--- src/rtl/glb_port_arbiter.sv ---
// glb_port_arbiter: shares the single GLB read/write port between the host
// DRAM load/unload path (index 0) and the pass controller (index 1).
// Round-robin grant with burst locking, a forced re-arbitration after
// BURST_MAX beats, and 1-cycle read data routed back to the issuing side.
module glb_port_arbiter #(
   parameter int ADDR_W    = 32,
   parameter int DATA_W    = 32,
   parameter int BURST_MAX = 16
) (
   input  logic                clk,
   input  logic                rst,
   input  logic                ctrl_only,
   // host requester
   input  logic                h_req_valid,
   output logic                h_req_ready,
   input  logic                h_req_wr,
   input  logic [DATA_W/8-1:0] h_req_be,
   input  logic [ADDR_W-1:0]   h_req_addr,
   input  logic [DATA_W-1:0]   h_req_wdata,
   input  logic                h_req_last,
   output logic                h_rsp_valid,
   output logic [DATA_W-1:0]   h_rsp_data,
   // controller requester
   input  logic                c_req_valid,
   output logic                c_req_ready,
   input  logic                c_req_wr,
   input  logic [DATA_W/8-1:0] c_req_be,
   input  logic [ADDR_W-1:0]   c_req_addr,
   input  logic [DATA_W-1:0]   c_req_wdata,
   input  logic                c_req_last,
   output logic                c_rsp_valid,
   output logic [DATA_W-1:0]   c_rsp_data,
   // GLB port
   output logic [DATA_W/8-1:0] glb_re,
   output logic [ADDR_W-1:0]   glb_r_addr,
   input  logic [DATA_W-1:0]   glb_dout,
   output logic [DATA_W/8-1:0] glb_we,
   output logic [ADDR_W-1:0]   glb_w_addr,
   output logic [DATA_W-1:0]   glb_din,
   output logic                busy
);

   localparam int BE_W  = DATA_W / 8;
   localparam int CNT_W = $clog2(BURST_MAX + 1);

   typedef enum logic [1:0] {IDLE, GNT_H, GNT_C} state_t;

   state_t            state, state_nxt;
   logic              last_owner;   // 0 = host held the last grant, 1 = controller
   logic [CNT_W-1:0]  beat_cnt;
   logic              rd_pend;
   logic              rd_tag;       // 0 = host, 1 = controller

   // fields of whichever requester currently owns the port (all 0 in IDLE)
   logic              g_valid, g_wr, g_last;
   logic [BE_W-1:0]   g_be;
   logic [ADDR_W-1:0] g_addr;
   logic [DATA_W-1:0] g_wdata;
   logic              accept, burst_end, h_elig, c_elig;

   // select the granted requester's beat; IDLE presents nothing to the GLB
   always_comb begin
      g_valid = 1'b0;
      g_wr    = 1'b0;
      g_last  = 1'b0;
      g_be    = '0;
      g_addr  = '0;
      g_wdata = '0;
      unique case (state)
         GNT_H: begin
            g_valid = h_req_valid;
            g_wr    = h_req_wr;
            g_last  = h_req_last;
            g_be    = h_req_be;
            g_addr  = h_req_addr;
            g_wdata = h_req_wdata;
         end
         GNT_C: begin
            g_valid = c_req_valid;
            g_wr    = c_req_wr;
            g_last  = c_req_last;
            g_be    = c_req_be;
            g_addr  = c_req_addr;
            g_wdata = c_req_wdata;
         end
         default: ;
      endcase
   end

   assign h_elig    = h_req_valid & ~ctrl_only;
   assign c_elig    = c_req_valid;
   assign accept    = g_valid;  // ready is implied by a grant state
   // the beat being accepted now is either the burst's last or the BURST_MAX-th
   assign burst_end = accept & (g_last | (beat_cnt == CNT_W'(BURST_MAX - 1)));

   // next-state: arbitrate in IDLE, hold the grant until the burst ends
   always_comb begin
      state_nxt   = state;
      h_req_ready = 1'b0;
      c_req_ready = 1'b0;
      unique case (state)
         IDLE: begin
            // both eligible: the one that did not hold the last grant wins
            if (h_elig && (!c_elig || last_owner)) state_nxt = GNT_H;
            else if (c_elig)                       state_nxt = GNT_C;
         end
         GNT_H: begin
            h_req_ready = 1'b1;
            if (burst_end) state_nxt = IDLE;
         end
         GNT_C: begin
            c_req_ready = 1'b1;
            if (burst_end) state_nxt = IDLE;
         end
         default: state_nxt = IDLE;
      endcase
   end

   // GLB drive follows the accepted beat combinationally
   assign glb_r_addr = g_addr;
   assign glb_w_addr = g_addr;
   assign glb_din    = g_wdata;
   assign glb_we     = (accept &  g_wr) ? g_be : '0;
   assign glb_re     = (accept & ~g_wr) ? g_be : '0;

   // grant state, round-robin history and per-grant beat count
   always_ff @(posedge clk) begin
      if (rst) begin
         state      <= IDLE;
         last_owner <= 1'b1;
         beat_cnt   <= '0;
      end else begin
         state <= state_nxt;
         if (state == IDLE) begin
            beat_cnt <= '0;
            if (state_nxt == GNT_H) last_owner <= 1'b0;
            if (state_nxt == GNT_C) last_owner <= 1'b1;
         end else if (accept) begin
            beat_cnt <= beat_cnt + 1'b1;
         end
      end
   end

   // remember who issued each read so next cycle's data goes back to them
   always_ff @(posedge clk) begin
      if (rst) begin
         rd_pend <= 1'b0;
         rd_tag  <= 1'b0;
      end else begin
         rd_pend <= accept & ~g_wr;
         rd_tag  <= (state == GNT_C);
      end
   end

   assign h_rsp_valid = rd_pend & ~rd_tag;
   assign c_rsp_valid = rd_pend &  rd_tag;
   assign h_rsp_data  = h_rsp_valid ? glb_dout : '0;
   assign c_rsp_data  = c_rsp_valid ? glb_dout : '0;
   assign busy        = (state != IDLE) | rd_pend;

endmodule

--- config.mk ---
export PLATFORM = sky130hd
export DESIGN_NAME = glb_port_arbiter
export DESIGN_NICKNAME = d
export VERILOG_FILES = /design/src/rtl/glb_port_arbiter.sv
export SDC_FILE = /design/constraint.sdc
export NUM_CORES = 1
export LEC_CHECK = 0
export ABC_AREA = 1
export CAP_MARGIN = 20
export CORE_AREA = 2 2 136 138
export DETAILED_ROUTE_END_ITERATION = 8
export DIE_AREA = 0 0 138 140
export PLACE_DENSITY = 0.57
export SYNTH_ARGS = -nofsm -noshare
export SYNTH_HDL_FRONTEND = slang
export SYNTH_SLANG_ARGS = --single-unit
--- constraint.sdc ---
create_clock -name clk -period 2.6 [get_ports clk]
set_clock_uncertainty 0.15 [all_clocks]
set_input_delay 0.52 -clock clk [delete_from_list [all_inputs] [get_ports clk]]
set_output_delay 0.52 -clock clk [all_outputs]
set_load 0.005 [all_outputs]
==> results.yml <==
placement:
  dp_hpwl_um: 10800
  port_buffers: 349
  dp.cells: 1000
  gp_congestion: 0.798
hold_path:
  hp-class: "flop to flop"
finish:
  diodes: 0
  fillers: 1961
  syn2layout_area_growth_pct: 188
  nNetsFinal: 981
  utilization_pct: 36.2
  layout.cells.non_filler: 1025
  drive_above_1_share_pct: 12.2
yosys:
  synth.area.top_cells: "nand2_1 26%, a21oi_1 15%, nor2_1 14%, buf_4 12%, inv_1 9.2%"
  synth_warnings: 0
  synth_top_cell_area_share_pct: 25.5
  synth_most_common_cell: "nand2_1"
  synth_nets: 643
  netlist_area_sq_um: 2230
  synth_seq_area_share_pct: 8.96
  synth_seq_cells: 10
  synthArstFlopShare_pct: 0
  synth_top_area_cell: "nand2_1"
  synth_edf_count: 0
  synthCells: 459
  syn_area_per_cell_sq_um: 4.87
  synth_cell_types: 19
  synth_common_cells: "152 x nand2_1, 84 x nor2_1, 68 x a21oi_1"
  synth_ff_type: "dfxtp_1"
clocking:
  clockBufferDepth: 2
  path_clk_slew_ns: 0.04
  cts_root_buf: "clkbuf_16"
  clock_latency_ns: 0.24
  cts_max_level: 1
  cts-buffers-inserted: 3
  numClockSinks: 10
  tritoncts: "done"
timing:
  final.period_utilization_pct: 97.7
  slew_headroom_pct: 78.4
  setup_violations: 0
  period_needed_ns: 2.54
  max_freq_ghz: 0.394
  final-hold-violation-count: 0
  finalMaxSlewViolations: 0
  tightest_slew_ns: 0.324
  whs_ns: 0.350
  rsz0062_at_grt: "true"
routing:
  vias: 4021
  drt_wl_total_um: 14900
  wl_met2_um: 7530
  viasPerCell: 3.92
  met3_length_um: 1260
  drt-met1-wl_um: 5890
  firstDrtPassIters: 4
  drc: 0
  ant_nets: 0
  drt_iter0_markers: 147
  top_layer: "met4"
  wl_per_cell_um: 14.5
setup_path:
  crit_type: "flop to output pin"
  end_kind: "output pin"
  startpoint_type: "flop"
  worstPathArrival_ns: 1.87
  r2r_slack_ns: 0.30
  critical_path_required_ns: 1.93
  critPathMaxFanout: 6
pwr:
  peakVddDrop_mv: 0.224
  power.density_nw_per_um2: 267
  p_seq_share_pct: 10.4
  p_int_uw: 1110
  p_leak_uw: 0.00329
  power.share.switching_pct: 35.8
  pwr-share-comb_pct: 71.8
  p_sw_uw: 617
  pwr-share-clk_pct: 17.9
die:
  chipHeight_um: 140
  ioPinCount: 350
  die_w_um: 138
  num_rows: 49
  die-area_sq_um: 19300
  coreArea_sq_um: 17800
  start_util_pct: 12.6
run_status:
  outcome: "completed"
run:
  drv_cap: 0
grt:
  grt_usage_pct: 14.1
  grt_overflow: 0
  grt_pass1_vias: 3936
  grt_pass1_wl_um: 21900
  grt_start_max_net_pins: 33
  antenna_found_initial: 0
==> path summary, 6_finish.rpt <==
path,cells after the start,start,endpoint
max,9,state[1],glb_we[2]
min reg2reg,2,beat_cnt[2],beat_cnt[2]
max reg2reg,14,beat_cnt[1],last_owner
min,2,beat_cnt[2],beat_cnt[2]
==> cells by family (layout without fill, tap and decap cells) <==
kind of cell / after synthesis / after routing / share of synthesized area (%)
AO/OA/AOI/OAI: 78 / 78 / 18.3
adder cells (fa/ha/maj): 7 / 7 / 3.92
buffers and inverters: 117 / 454 / 26.1
flip-flops: 10 / 10 / 8.96
AND/OR/NAND/NOR: 247 / 247 / 42.7
==> metrics by stage <==
stage | area [sq um] | setup WS [ns] | total power [uW] | TNS [ns]
global route | 6440 | -0.0266 | 1850 | -0.184
detailed placement | 5870 | -0.229 | 1200 | -1.36
finish | 6440 | 0.0603 | 1720 | 0
floorplan | 2230 | 0.482 | 585 | 0
global placement | 5870 | -0.220 | 1200 | -1.30
CTS | 6320 | -0.120 | 1720 | -1.24
==> state kept, by name (all words and copies together), names as in the netlist <==
register,cells
state,2
last_owner,1
beat_cnt,5
rd_pend,1
rd_tag,1
==> power by group through the flow <==
| stage | Sequential, uW | Clock (uW) | Combinational [uW] |
|---|---|---|---|
| after detailed placement | 176 | 0 | 1020 |
| final | 179 | 308 | 1240 |
| after floorplan | 174 | 0 | 410 |
| after global routing | 180 | 328 | 1340 |
| after CTS | 178 | 313 | 1230 |
| after global placement | 176 | 0 | 1030 |
==> layout make-up <==
| cell class | instances | area (sq um) | share of cell area, % |
|---|---|---|---|
| timing repair buffer | 393 | 4040 | 62.8 |
| sequential | 10 | 208 | 3.23 |
| inverter | 57 | 221 | 3.44 |
| tap | 229 | 287 | 4.45 |
| clock buffer | 4 | 88.8 | 1.38 |
| multi-input combinational | 332 | 1590 | 24.7 |
==> critical path: stages (launching register included) <==
cell and delay, ns:
dfxtp_4 0.38, inv_4 0.06, ha_4 0.19, buf_4 0.14
buf_4 0.13, buf_4 0.14, a22o_1 0.20, inv_1 0.09
nor2_1 0.06, dlygate4sd2_1 0.26
==> repair_timing <==
item,in CTS,in global routing
endpoints found under the setup margin,105,31
buffers inserted,10,4
hold buffers,0,0
pin swaps,8,4
gates cloned,6,1
gates resized for setup,122,42
==> placed cells by master, fill, tap and decap left out, drive strengths merged <==
cell	count
clkbuf	9
nor3	1
nand3	3
ha	7
nor2	85
clkdlybuf4s50	244
a21oi	68
o21ai	5
nand3b	1
a22o	5
clkdlybuf4s15	1
bufbuf	4
dlygate4sd2	73
dlymetal6s2s	27
dfxtp	10
or2	1
inv	57
buf	39
nand2	156
==> routing by layer <==
metal | GRT usage [%] | vias up
met5 | 0 | -
met4 | 2.31 | 0
met3 | 4.03 | 18
met2 | 26.9 | 224
met1 | 15.7 | 1750
li1 | - | 2029
Power figures use the tool's default switching activity.
